===== src/rtl/systolic_pkg.sv =====
// Shared types and sizing helpers for the systolic array feeder.
package systolic_pkg;

   localparam int unsigned DEF_N      = 4;
   localparam int unsigned DEF_DWIDTH = 32;
   localparam int unsigned DEF_KCNT_W = 16;

   typedef enum logic [1:0] {
      IDLE   = 2'd0,
      STREAM = 2'd1,
      FLUSH  = 2'd2,
      DONE   = 2'd3
   } feeder_state_t;

   // Cycles after the last accept until PE(N-1,N-1) holds its final product.
   function automatic int unsigned flush_len(input int unsigned n);
      return (2 * n) - 1;
   endfunction

endpackage


===== src/rtl/skew_line.sv =====
// Fixed-depth always-shifting delay line with synchronous active-low reset.
module skew_line #(
   parameter int unsigned DWIDTH = 32,
   parameter int unsigned DEPTH  = 1
) (
   input  logic              clk,
   input  logic              rstn,
   input  logic [DWIDTH-1:0] din_i,
   output logic [DWIDTH-1:0] dout_o
);

   logic [DWIDTH-1:0] stage_q [DEPTH];

   always_ff @(posedge clk) begin
      if (!rstn) begin
         for (int unsigned s = 0; s < DEPTH; s++) begin
            stage_q[s] <= '0;
         end
      end else begin
         stage_q[0] <= din_i;
         for (int unsigned s = 1; s < DEPTH; s++) begin
            stage_q[s] <= stage_q[s-1];
         end
      end
   end

   assign dout_o = stage_q[DEPTH-1];

endmodule


===== src/rtl/systolic_skew_feeder.sv =====
// Feeds k-slices of A and B into an N x N systolic array with per-lane skew,
// drives the array-wide PE enable and flags when all accumulators are final.
module systolic_skew_feeder
   import systolic_pkg::*;
#(
   parameter int unsigned N      = DEF_N,
   parameter int unsigned DWIDTH = DEF_DWIDTH,
   parameter int unsigned KCNT_W = DEF_KCNT_W
) (
   input  logic                  clk,
   input  logic                  rstn,
   input  logic                  in_valid,
   output logic                  in_ready,
   input  logic                  in_last,
   input  logic [N*DWIDTH-1:0]   a_vec,
   input  logic [N*DWIDTH-1:0]   b_vec,
   output logic [N*DWIDTH-1:0]   west_out,
   output logic [N*DWIDTH-1:0]   north_out,
   output logic                  pe_en,
   output logic                  busy,
   output logic                  done,
   output logic [KCNT_W-1:0]     k_count
);

   localparam int unsigned VEC_W     = N * DWIDTH;
   localparam int unsigned FLUSH_LEN = flush_len(N);
   localparam int unsigned FLUSH_W   = $clog2(FLUSH_LEN);

   feeder_state_t      state_q, state_d;
   logic [FLUSH_W-1:0] flush_cnt_q, flush_cnt_d;
   logic [KCNT_W-1:0]  k_count_q, k_count_d;
   logic               in_ready_q, in_ready_d;
   logic               pe_en_q, pe_en_d;
   logic               busy_q, busy_d;
   logic               done_q, done_d;

   logic               accept_c;
   logic [VEC_W-1:0]   west_in_c;
   logic [VEC_W-1:0]   north_in_c;

   // Next-state, counters and registered-output decode.
   always_comb begin
      state_d     = state_q;
      flush_cnt_d = flush_cnt_q;
      k_count_d   = k_count_q;
      accept_c    = in_valid && in_ready_q;
      // Bubbles and non-streaming cycles shift zeros so skew is kept and products are 0.
      west_in_c   = accept_c ? a_vec : '0;
      north_in_c  = accept_c ? b_vec : '0;

      case (state_q)
         IDLE: begin
            if (accept_c) begin
               k_count_d   = KCNT_W'(1);
               flush_cnt_d = '0;
               state_d     = in_last ? FLUSH : STREAM;
            end
         end
         STREAM: begin
            if (accept_c) begin
               if (k_count_q != '1) begin
                  k_count_d = k_count_q + KCNT_W'(1);
               end
               if (in_last) begin
                  flush_cnt_d = '0;
                  state_d     = FLUSH;
               end
            end
         end
         FLUSH: begin
            if (flush_cnt_q == FLUSH_W'(FLUSH_LEN - 1)) begin
               state_d = DONE;
            end else begin
               flush_cnt_d = flush_cnt_q + FLUSH_W'(1);
            end
         end
         DONE: begin
            state_d = IDLE;
         end
         default: begin
            state_d = IDLE;
         end
      endcase

      in_ready_d = (state_d == IDLE) || (state_d == STREAM);
      pe_en_d    = (state_d == STREAM) || (state_d == FLUSH);
      busy_d     = pe_en_d;
      done_d     = (state_d == DONE);
   end

   always_ff @(posedge clk) begin
      if (!rstn) begin
         state_q     <= IDLE;
         flush_cnt_q <= '0;
         k_count_q   <= '0;
         in_ready_q  <= 1'b1;
         pe_en_q     <= 1'b0;
         busy_q      <= 1'b0;
         done_q      <= 1'b0;
      end else begin
         state_q     <= state_d;
         flush_cnt_q <= flush_cnt_d;
         k_count_q   <= k_count_d;
         in_ready_q  <= in_ready_d;
         pe_en_q     <= pe_en_d;
         busy_q      <= busy_d;
         done_q      <= done_d;
      end
   end

   // Lane i of both edges is delayed by i cycles on top of the input register.
   for (genvar i = 0; i < N; i++) begin : g_lane
      skew_line #(
         .DWIDTH (DWIDTH),
         .DEPTH  (i + 1)
      ) u_west (
         .clk    (clk),
         .rstn   (rstn),
         .din_i  (west_in_c[i*DWIDTH +: DWIDTH]),
         .dout_o (west_out[i*DWIDTH +: DWIDTH])
      );

      skew_line #(
         .DWIDTH (DWIDTH),
         .DEPTH  (i + 1)
      ) u_north (
         .clk    (clk),
         .rstn   (rstn),
         .din_i  (north_in_c[i*DWIDTH +: DWIDTH]),
         .dout_o (north_out[i*DWIDTH +: DWIDTH])
      );
   end

   assign in_ready = in_ready_q;
   assign pe_en    = pe_en_q;
   assign busy     = busy_q;
   assign done     = done_q;
   assign k_count  = k_count_q;

endmodule


===== config.mk =====
export PLATFORM = sky130hd
export DESIGN_NAME = systolic_skew_feeder
export DESIGN_NICKNAME = d
export VERILOG_FILES = /design/src/rtl/systolic_pkg.sv /design/src/rtl/skew_line.sv /design/src/rtl/systolic_skew_feeder.sv
export SDC_FILE = /design/constraint.sdc
export NUM_CORES = 1
export LEC_CHECK = 0
export CORE_AREA = 2 2 206 208
export CTS_CLUSTER_DIAMETER = 200
export CTS_CLUSTER_SIZE = 20
export DETAILED_ROUTE_END_ITERATION = 8
export DIE_AREA = 0 0 208 210
export HOLD_SLACK_MARGIN = 0.03
export PLACE_DENSITY = 0.84
export SYNTH_ARGS = -nofsm -noshare
export SYNTH_HDL_FRONTEND = slang
export SYNTH_HIERARCHICAL = 1
export SYNTH_SLANG_ARGS = --single-unit

===== constraint.sdc =====
create_clock -name clk -period 2.9 [get_ports clk]
set_input_delay 0.58 -clock clk [delete_from_list [all_inputs] [get_ports clk]]
set_output_delay 0.58 -clock clk [all_outputs]
set_load 0.01 [all_outputs]

# Word level (Yosys, flattened, before mapping)
# Memories as Yosys holds them, arrays and structs flattened.
# Cells that the tools add are included.
totals:
  memories: 8
  mem_bits_rw: 640
  in_bits: 260
  ff_bits: 24
  elab_cells: 99
  latchBits: 0
  rom_bits: 0
mem_list:
  columns: ["memory", "depth", "width", "read_ports", "rd_ports_with_merged_regs", "write_ports", "line", "rtl"]
  rows:
  - ["g_lane[3].u_north.stage_q", 4, 32, 4, 0, 4, "skew_line.sv:12", "logic [DWIDTH-1:0] stage_q [DEPTH];"]
  - ["g_lane[3].u_west.stage_q", 4, 32, 4, 0, 4, "skew_line.sv:12", null]
  - ["g_lane[2].u_north.stage_q", 3, 32, 3, 0, 3, "skew_line.sv:12", null]
  - ["g_lane[2].u_west.stage_q", 3, 32, 3, 0, 3, "skew_line.sv:12", null]
  - ["g_lane[1].u_north.stage_q", 2, 32, 2, 0, 2, "skew_line.sv:12", null]
  - ["g_lane[1].u_west.stage_q", 2, 32, 2, 0, 2, "skew_line.sv:12", null]
  - ["+2 memories", null, null, null, null, null, null, null]
classes:
  magnitude_cmp: 0
  n_mux: 41
  bitwise: 18
  addsub: 2
  n_shift: 0
  n_eq_ne: 13
  reduce_logical: 11
  div_mod_pow: 0
  mul: 0
ops:
  columns: ["operator", "n"]
  rows:
  - ["$mux W32", 20]
  - ["$mux W128", 2]
  - ["$reduce_or A32 Y1", 2]
  - ["$mux W16", 3]
  - ["$pmux W16 S2", 1]
  - ["$or A1 B1 Y1", 18]
  - ["$add A16 B1 Y16 const B", 1]
  - ["$ne A16 B16 Y1 const B", 1]
  - ["$mux W3", 4]
  - ["$mux W2", 5]
  - ["$ne A2 B2 Y1 const B", 5]
  - ["$pmux W3 S3", 1]
  - ["$eq A2 B2 Y1 const B", 4]
  - ["$pmux W2 S4", 1]
  - ["$reduce_and A5 Y1", 1]
  - ["$eq A2 B1 Y1 const B", 2]
  - ["$logic_not A2 Y1", 2]
  - ["$mux W1", 4]
  - ["$reduce_and A4 Y1", 1]
  - ["$add A3 B1 Y3 const B", 1]
  - ["$eq A3 B3 Y1 const B", 1]
  - ["$reduce_bool A3 Y1", 1]
  - ["$logic_or A1 B1 Y1", 2]
  - ["$reduce_bool A2 Y1", 1]
  - ["$logic_and A1 B1 Y1", 1]

# Logic depth before layout (Yosys ltp)
# Gate-level depths: netlist of run 1.
depth:
  word_depth: 5
  mapped_depth: 8
  mapped_depth_nobuf: 8

# Modules after synthesis
# The synthesis of run 1 kept the hierarchy.
by_module_without_submodules:
  columns: ["mod", "seq_area_each_um2", "n_inst", "cells_each", "area_per_inst_um2"]
  rows:
  - ["skew_line at g_lane[3].u_north ...", 2562.5, 2, 270, 3550.9]
  - ["skew_line at g_lane[2].u_north ...", 1921.8, 2, 234, 2844.0]
  - ["skew_line at g_lane[1].u_north ...", 1281.2, 2, 166, 2031.9]
  - ["systolic_skew_feeder", 480.5, 1, 473, 3144.3]
  - ["skew_line at g_lane[0].u_north ...", 640.6, 2, 67, 895.9]

# Worst setup path after synthesis of run 1
# OpenSTA, ideal clock, no wires.
synth_path:
  kind: "register -> register"
  start: "register k_count_q[0], in the netlist k_count[0]"
  end: "register k_count_q[0], in the netlist k_count[0]"
  t_arrival_ns: 1.825
  synth_period_minus_slack_ns: 1.940
  stages_incl_launch_ff: 8
  path_buffers: 1
  setup_ns: 0.115
  path_slack_ns: 0.960
  path_cell_list: "dfxtp_1 -> ha_1 -> nand4_1 -> or4_4 -> o21ai_4 -> buf_6 -> mux2i_1 -> and2_1"
synth_via:
  elab_chain_cells: 4
  elab_cells_between_ends: 7
synth_rtl:
  columns: ["element", "line", "rtl"]
  rows:
  - ["start: declaration", "systolic_skew_feeder.sv:31", "logic [KCNT_W-1:0] k_count_q, k_count_d;"]
  - ["start signal: assignment", "systolic_skew_feeder.sv:103", "k_count_q <= k_count_d;"]
  - ["$add A16 B1 Y16", "systolic_skew_feeder.sv:62", "k_count_d = k_count_q + KCNT_W'(1);"]
  - ["$mux W16", "systolic_skew_feeder.sv:61", "if (k_count_q != '1) begin"]
  - ["$mux W16", "systolic_skew_feeder.sv:60", "if (accept_c) begin"]
  - ["$pmux W16 S2", "systolic_skew_feeder.sv:51", "case (state_q)"]
# Parallel ways exist; a longest one is shown, timed or not. The select of a mux whose other input is x is not followed.
# A chain may end at the register's enable or synchronous reset.

# Worst setup path in the final report of run 1
layout_path:
  start: "register k_count_q[2], in the netlist k_count[2]"
  end: "output port k_count[2]"
layout_rtl:
  columns: ["element", "line", "rtl"]
  rows:
  - ["end: declaration", "systolic_skew_feeder.sv:22", "output logic [KCNT_W-1:0] k_count"]
# No word-level cell between the ends.

==> results.toml, run 1 <==
[run]
cap_viol_max_count = 0

[detailed_routing]
drc = 0
first_pass_iters = 5
vias_per_cell = 4.684
drtIter0Drc = 658
wl_mm = 46.90
wire_per_inst_um = 16.60
antenna_left = 0
dr_total_vias = 13230

[sta]
fin_hold_ws_ns = 0.4157
hold_violations = 0
finalSetupViolations = 0
relSlewSlack_pct = 50.09
post-route-period-util_pct = 79.13
worst_slew_pin_slew_ns = 0.7487
drv_slew = 0
skew_ns = 0.03332
fmax_ghz = 0.4358
fin_crit_ns = 2.295
grt_setup_unrepaired = "false"
setup_tns_ns = 0

[synth]
synth_top_area_cell = "dfxtp_1"
synth_cell_types = 48
synth_cells = 1947
synth.most_common_cell = "dfxtp_1"
synth-xor-area-share_pct = 0.04020
synth_edf_count = 0
synth.top_cell.area_share_pct = 61.00
synthesis.nets = 2213
synthAdderAreaFrac_pct = 0.3445
synthSimpleGateAreaFrac_pct = 28.99
ys_seq_area_share_pct = 61.00
avgSynthCellArea_um2 = 11.19
synth_top_cells_by_area = "dfxtp_1, and2_1, and2_2"
syn_area_um2 = 21790
ys_ff_latch = 664
synthArstFlopShare_pct = 0
yosys-top-cells-count = "dfxtp_1, and2_1, and3_1, and2_2, buf_4"
synth_ff_type = "dfxtp_1"
synth_compound_area_share_pct = 1.281
synth.area.mux_share_pct = 0.09187
yosysWarningCount = 6
synth_top_family_by_area = "simple AND/OR/NAND/NOR gates"

[finish]
syn_to_final_growth_pct = 25.15
num-fill-cells = 3074
fin_util_pct = 65.74
layout.cells.non_filler = 2825
fin_nets = 2543
drive_gt1_share_pct = 13.73

[floorplanning]
die_x_um = 208
die_h_um = 210
pin_count = 536
initial_core_util_pct = 52.53
die_area_um2 = 43680
coreArea_um2 = 41480
rows = 75

[setup_path]
worstPathMaxFanout = 8
crit_path_max_incr_delay_ns = 0.64
end_kind = "output pin"
critical_path_class = "register to output pin"
cp_data_required_time_ns = 2.32
critPathSlowestCell = "clkdlybuf4s50_1"
timing.rr.end = "k_count[0]"
r2r_cells = 6
crit_arrival_ns = 1.71
reg2reg_from = "k_count[0]"
reg2reg_slack_ns = 0.75
crit_family = "buffers and inverters"
start_kind = "register"
critPathBufInv = 1
path_cells = "clkdlybuf4s50_1"

[clock_network]
clock_latency_ns = 0.58
cts_hold_buf = 0
numCtsBuffers = 39
h-tree-depth = 2
cts-resized-gates = 0
cts.path.max_buffers = 3
post_cts.repair.setup_buffers = 0
cts_root_buf = "clkbuf_16"
cts_tree = "built"
clock-sinks = 664
cts.clk_slew.worst_paths_ns = 0.09

[power_and_ir_drop]
p_sw_share_pct = 21.73
peakVddDrop_mv = 0.4321
power_frac_comb_pct = 8.5
switchingPower_mw = 3.515
p_int_mw = 12.66
p_clk_share_pct = 32.9
p_leak_nw = 11.63
power_density_nw_per_um2 = 593.3
power_frac_seq_pct = 58.6

[worst_hold_path]
hold_start = "g_lane[2].u_north/stage_q[0][16]"
timing.hold.worst_path_depth = 1
holdPathEnd = "g_lane[2].u_north/stage_q[0][48]"
hold_class = "register to register"

[place]
dp_hpwl_mm = 31.97
dp.cells = 2775
place_congestion = 0.8683
port_buffers = 535

[run_status]
status = "completed"

[global_route]
grtUsageTotal_pct = 20.58
grt_pass1_vias = 13020
grt_pass1_wl_mm = 71.20
antenna_found_initial = 8
grt_max_degree = 201
overflow = 0
-- kinds of logic after synthesis --
group | after synthesis
AOI/OAI and AO/OA | 40
xor gates and xnor gates | 1
adders and majority gates | 6
buffers and inverters | 264
DFF | 664
muxes | 2
and+or+nand+nor | 970
-- routing by layer --
metal	up-vias	wire length (µm)	track usage, %	part of all wire [%]
li1	6659	-	-	-
met1	6103	18770	23.55	40
met2	379	23410	35.90	50
met3	90	2951	5.825	6.3
met4	2	1769	9.146	3.8
met5	-	7	0	0.015
-- state kept, by name, indices dropped and copies added (netlist names) --
signal	count
busy	1
done	1
in_ready	1
flush_cnt_q	3
g_lane.u_west/stage_q	320
g_lane.u_north/stage_q	320
state_q	2
k_count	16
-- layout make-up --
type | instances | area, µm² | share of cell area, %
Clock inverter | 4 | 71.32 | 0.2615
Sequential cell | 664 | 13300 | 48.76
Antenna cell | 7 | 17.52 | 0.06424
Timing Repair Buffer | 546 | 5507 | 20.19
Inverter | 7 | 26.28 | 0.09636
Tap cell | 539 | 674.4 | 2.473
Clock buffer | 39 | 975.9 | 3.579
Multi-Input combinational cell | 1019 | 6700 | 24.57
-- worst reg2reg max path, delay by kind of cell (launching register included) --
kind	cells	cell delay, ns
AO/OA/AOI/OAI	1	0.33
adder cells (fa/ha/maj)	1	0.25
flip-flops	1	0.43
multiplexers	1	0.11
AND/OR/NAND/NOR	3	0.92
-- power by group through the flow --
stage / Combinational (mW) / Sequential (mW) / Clock (mW)
5_1_grt: 1.49 / 9.51 / 5.81
3_3_place_gp: 1.34 / 9.69 / 0
3_5_place_dp: 1.37 / 9.70 / 0
6_report: 1.37 / 9.49 / 5.32
2_1_floorplan: 0.742 / 9.70 / 0
4_1_cts: 1.38 / 9.49 / 5.48
-- how the worst max path moves through the flow --
stage | startpoint | slack, ns | depth (start not counted) | endpoint
floorplan | k_count[0] | 0.96 | 7 | k_count[0]
global placement | in_last | 0.76 | 7 | busy
detailed placement | in_last | 0.74 | 7 | busy
CTS | k_count[2] | 0.57 | 1 | k_count[2]
global route | k_count[2] | 0.53 | 1 | k_count[2]
finish | k_count[2] | 0.61 | 1 | k_count[2]
-- cells in the final DEF, fill, tap and decap left out, types with 3 or more instances in the layout --
cell type	Yosys	layout
nor2b_1	4	4
nand2_1	16	16
buf_4	129	6
a31oi_1	3	3
diode_2	0	7
clkbuf_16	0	39
clkdlybuf4s50_1	0	533
inv_1	7	7
and2_1	399	399
dfxtp_1	664	663
o21ai_0	7	7
and2_2	246	246
nor2_1	9	9
nand4_1	9	9
a21oi_1	10	10
nor3_1	4	4
and3_1	258	258
ha_1	6	6
buf_12	0	5
nand3_1	13	13
-- metrics by stage --
stage / cell area [µm²] / setup slack (ns) / total power [mW]
after floorplan: 21790 / 0.9600 / 10.44
after global placement: 26200 / 0.7632 / 11.03
after detailed placement: 26200 / 0.7408 / 11.07
after CTS: 27250 / 0.5702 / 16.35
after global routing: 27270 / 0.5289 / 16.82
final: 27270 / 0.6051 / 16.18
(Power assumes the default switching activity.)
==> run 2: changes to the inputs <==
CORE_AREA = unset   (was 2 2 206 208)
CORE_UTILIZATION = 49   (was unset)
DIE_AREA = unset   (was 0 0 208 210)
PLACE_DENSITY = 0.79   (was 0.84)
clock period = 2.2 ns   (was 2.9 ns; I/O delays follow)
==> run 2 against run 1 <==
Effect of this change: combinational power increased by 34%; hold slack got worse by 0.074 ns; global-route usage decreased by 0.15 points; setup slack worse by 0.53 ns; critical path type is now register to register; largest cell class unchanged.
==> results.toml, run 2 (synthesis gave the netlist of run 1 again) <==
[sta]
fmax_ghz = 0.4698
fin_crit_ns = 2.129
fin_ws_ns = 0.07125
drv_slew = 0
grt_setup_unrepaired = "false"
worst_slew_pin_slew_ns = 1.014
fin_hold_ws_ns = 0.3420
setup_tns_ns = 0
post-route-period-util_pct = 96.76
relSlewSlack_pct = 32.42
skew_ns = 0.02349
finalSetupViolations = 0
hold_violations = 0

[setup_path]
timing.rr.end = "k_count[7]"
critPathSlowestCell = "or4_4"
start_kind = "register"
reg2reg_from = "k_count[1]"
path_cells = "ha_2, nand4_1, or4_4, o21ai_4, buf_4, nand3_1, o311ai_0"
crit_arrival_ns = 2.59
critical_path_class = "register to register"
worstPathMaxFanout = 6
cp_data_required_time_ns = 2.66
critPathBufInv = 1
r2r_cells = 7
crit_path_max_incr_delay_ns = 0.58
reg2reg_slack_ns = 0.07
crit_family = "simple AND/OR/NAND/NOR gates"
end_kind = "register"

[clock_network]
cts_hold_buf = 0
clock-sinks = 664
numCtsBuffers = 39
cts_root_buf = "clkbuf_16"
cts.clk_slew.worst_paths_ns = 0.09
h-tree-depth = 2
cts_tree = "built"
clock_latency_ns = 0.56
cts.path.max_buffers = 3

[worst_hold_path]
holdPathEnd = "g_lane[2].u_west/stage_q[0][24]"
timing.hold.worst_path_depth = 2
hold_class = "input pin to register"
hold_start = "rstn"

[finish]
fin_nets = 2551
fin_area_um2 = 27370
mostFrequentLayoutCell = "dfxtp_1"
drive_gt1_share_pct = 14.12
syn_to_final_growth_pct = 25.60
layout.cells.non_filler = 2874
layout_common_cells = "dfxtp_1, clkdlybuf4s50_1, and2_1"
fin_util_pct = 62.98

[detailed_routing]
wl_mm = 47.74
first_pass_iters = 5
drc = 0
drtIter0Drc = 702
wire_per_inst_um = 16.61
vias_per_cell = 4.637
antenna_left = 0
dr_total_vias = 13330

[power_and_ir_drop]
p_int_mw = 16.77
p_clk_share_pct = 32.9
switchingPower_mw = 4.611
p_leak_nw = 11.72
power_frac_seq_pct = 58.5
peakVddDrop_mv = 0.5349
power_density_nw_per_um2 = 781.1
power_frac_comb_pct = 8.6
totalPowerFinal_mw = 21.38
p_sw_share_pct = 21.57

[floorplanning]
die_h_um = 212.9
coreArea_um2 = 43460
initial_core_util_pct = 50.14
pin_count = 536
rows = 76
die_area_um2 = 45320
die_x_um = 212.9

[place]
placed_area_um2 = 26280
dp.cells = 2825
place_congestion = 0.8754
dp_hpwl_mm = 32.35
port_buffers = 535
post-place-ws_ns = 0.04224

[global_route]
antenna_found_initial = 2
grtUsageTotal_pct = 20.43
grt_pass1_wl_mm = 71.81
overflow = 0
grt_pass1_vias = 13070
grt_max_degree = 257

[run_status]
status = "completed"

[run]
cap_viol_max_count = 0
==> run 2: worst register-to-register path, delay by kind of cell (launching register included) <==
kind	cells	cell delay, ns
AO/OA/AOI/OAI	2	0.37
buffers and inverters	1	0.19
adder cells (fa/ha/maj)	1	0.22
flip-flops	1	0.38
AND/OR/NAND/NOR	3	0.85
==> run 2: power groups by stage <==
stage / clock network (mW) / logic (mW) / registers, mW
final: 7.04 / 1.84 / 12.5
after global routing: 7.75 / 2.00 / 12.5
after CTS: 7.29 / 1.84 / 12.5
after detailed placement: 0 / 1.83 / 12.8
after global placement: 0 / 1.79 / 12.8
after floorplan: 0 / 0.978 / 12.8
==> run 2: timing repair <==
item,4_1_cts,5_1_grt
gates resized for setup,0,5
endpoints found under the setup margin,0,10
endpoints found under the hold margin,0,0
buffers inserted,0,4
==> run 2: final cells by class <==
cell class,count,area (µm²)
antenna,1,2.502
clock buffer,41,1005
clock inverter,3,41.29
fill,3457,16090
inverter,7,26.28
multi-input combinational,1019,6703
sequential,664,13300
tap,585,732.0
timing repair buffer,554,5562
==> run 2: worst max path at each step <==
stage / from / end / slack [ns] / cells after the start
after detailed placement: k_count[1] / k_count[2] / 0.04 / 6
after global placement: k_count[1] / k_count[0] / 0.18 / 6
final: k_count[1] / k_count[7] / 0.07 / 7
after floorplan: k_count[0] / k_count[0] / 0.26 / 7
after CTS: k_count[1] / k_count[2] / 0.003 / 6
after global routing: k_count[1] / k_count[7] / 0.009 / 7
==> run 2: metal layers <==
metal | vias up | part of all wire, % | track usage [%]
met1 | 6198 | 40 | 23.40
met2 | 361 | 50 | 35.97
met3 | 101 | 6.8 | 5.677
met5 | - | 0.027 | 0
met4 | 2 | 3.2 | 7.765
li1 | 6666 | - | -
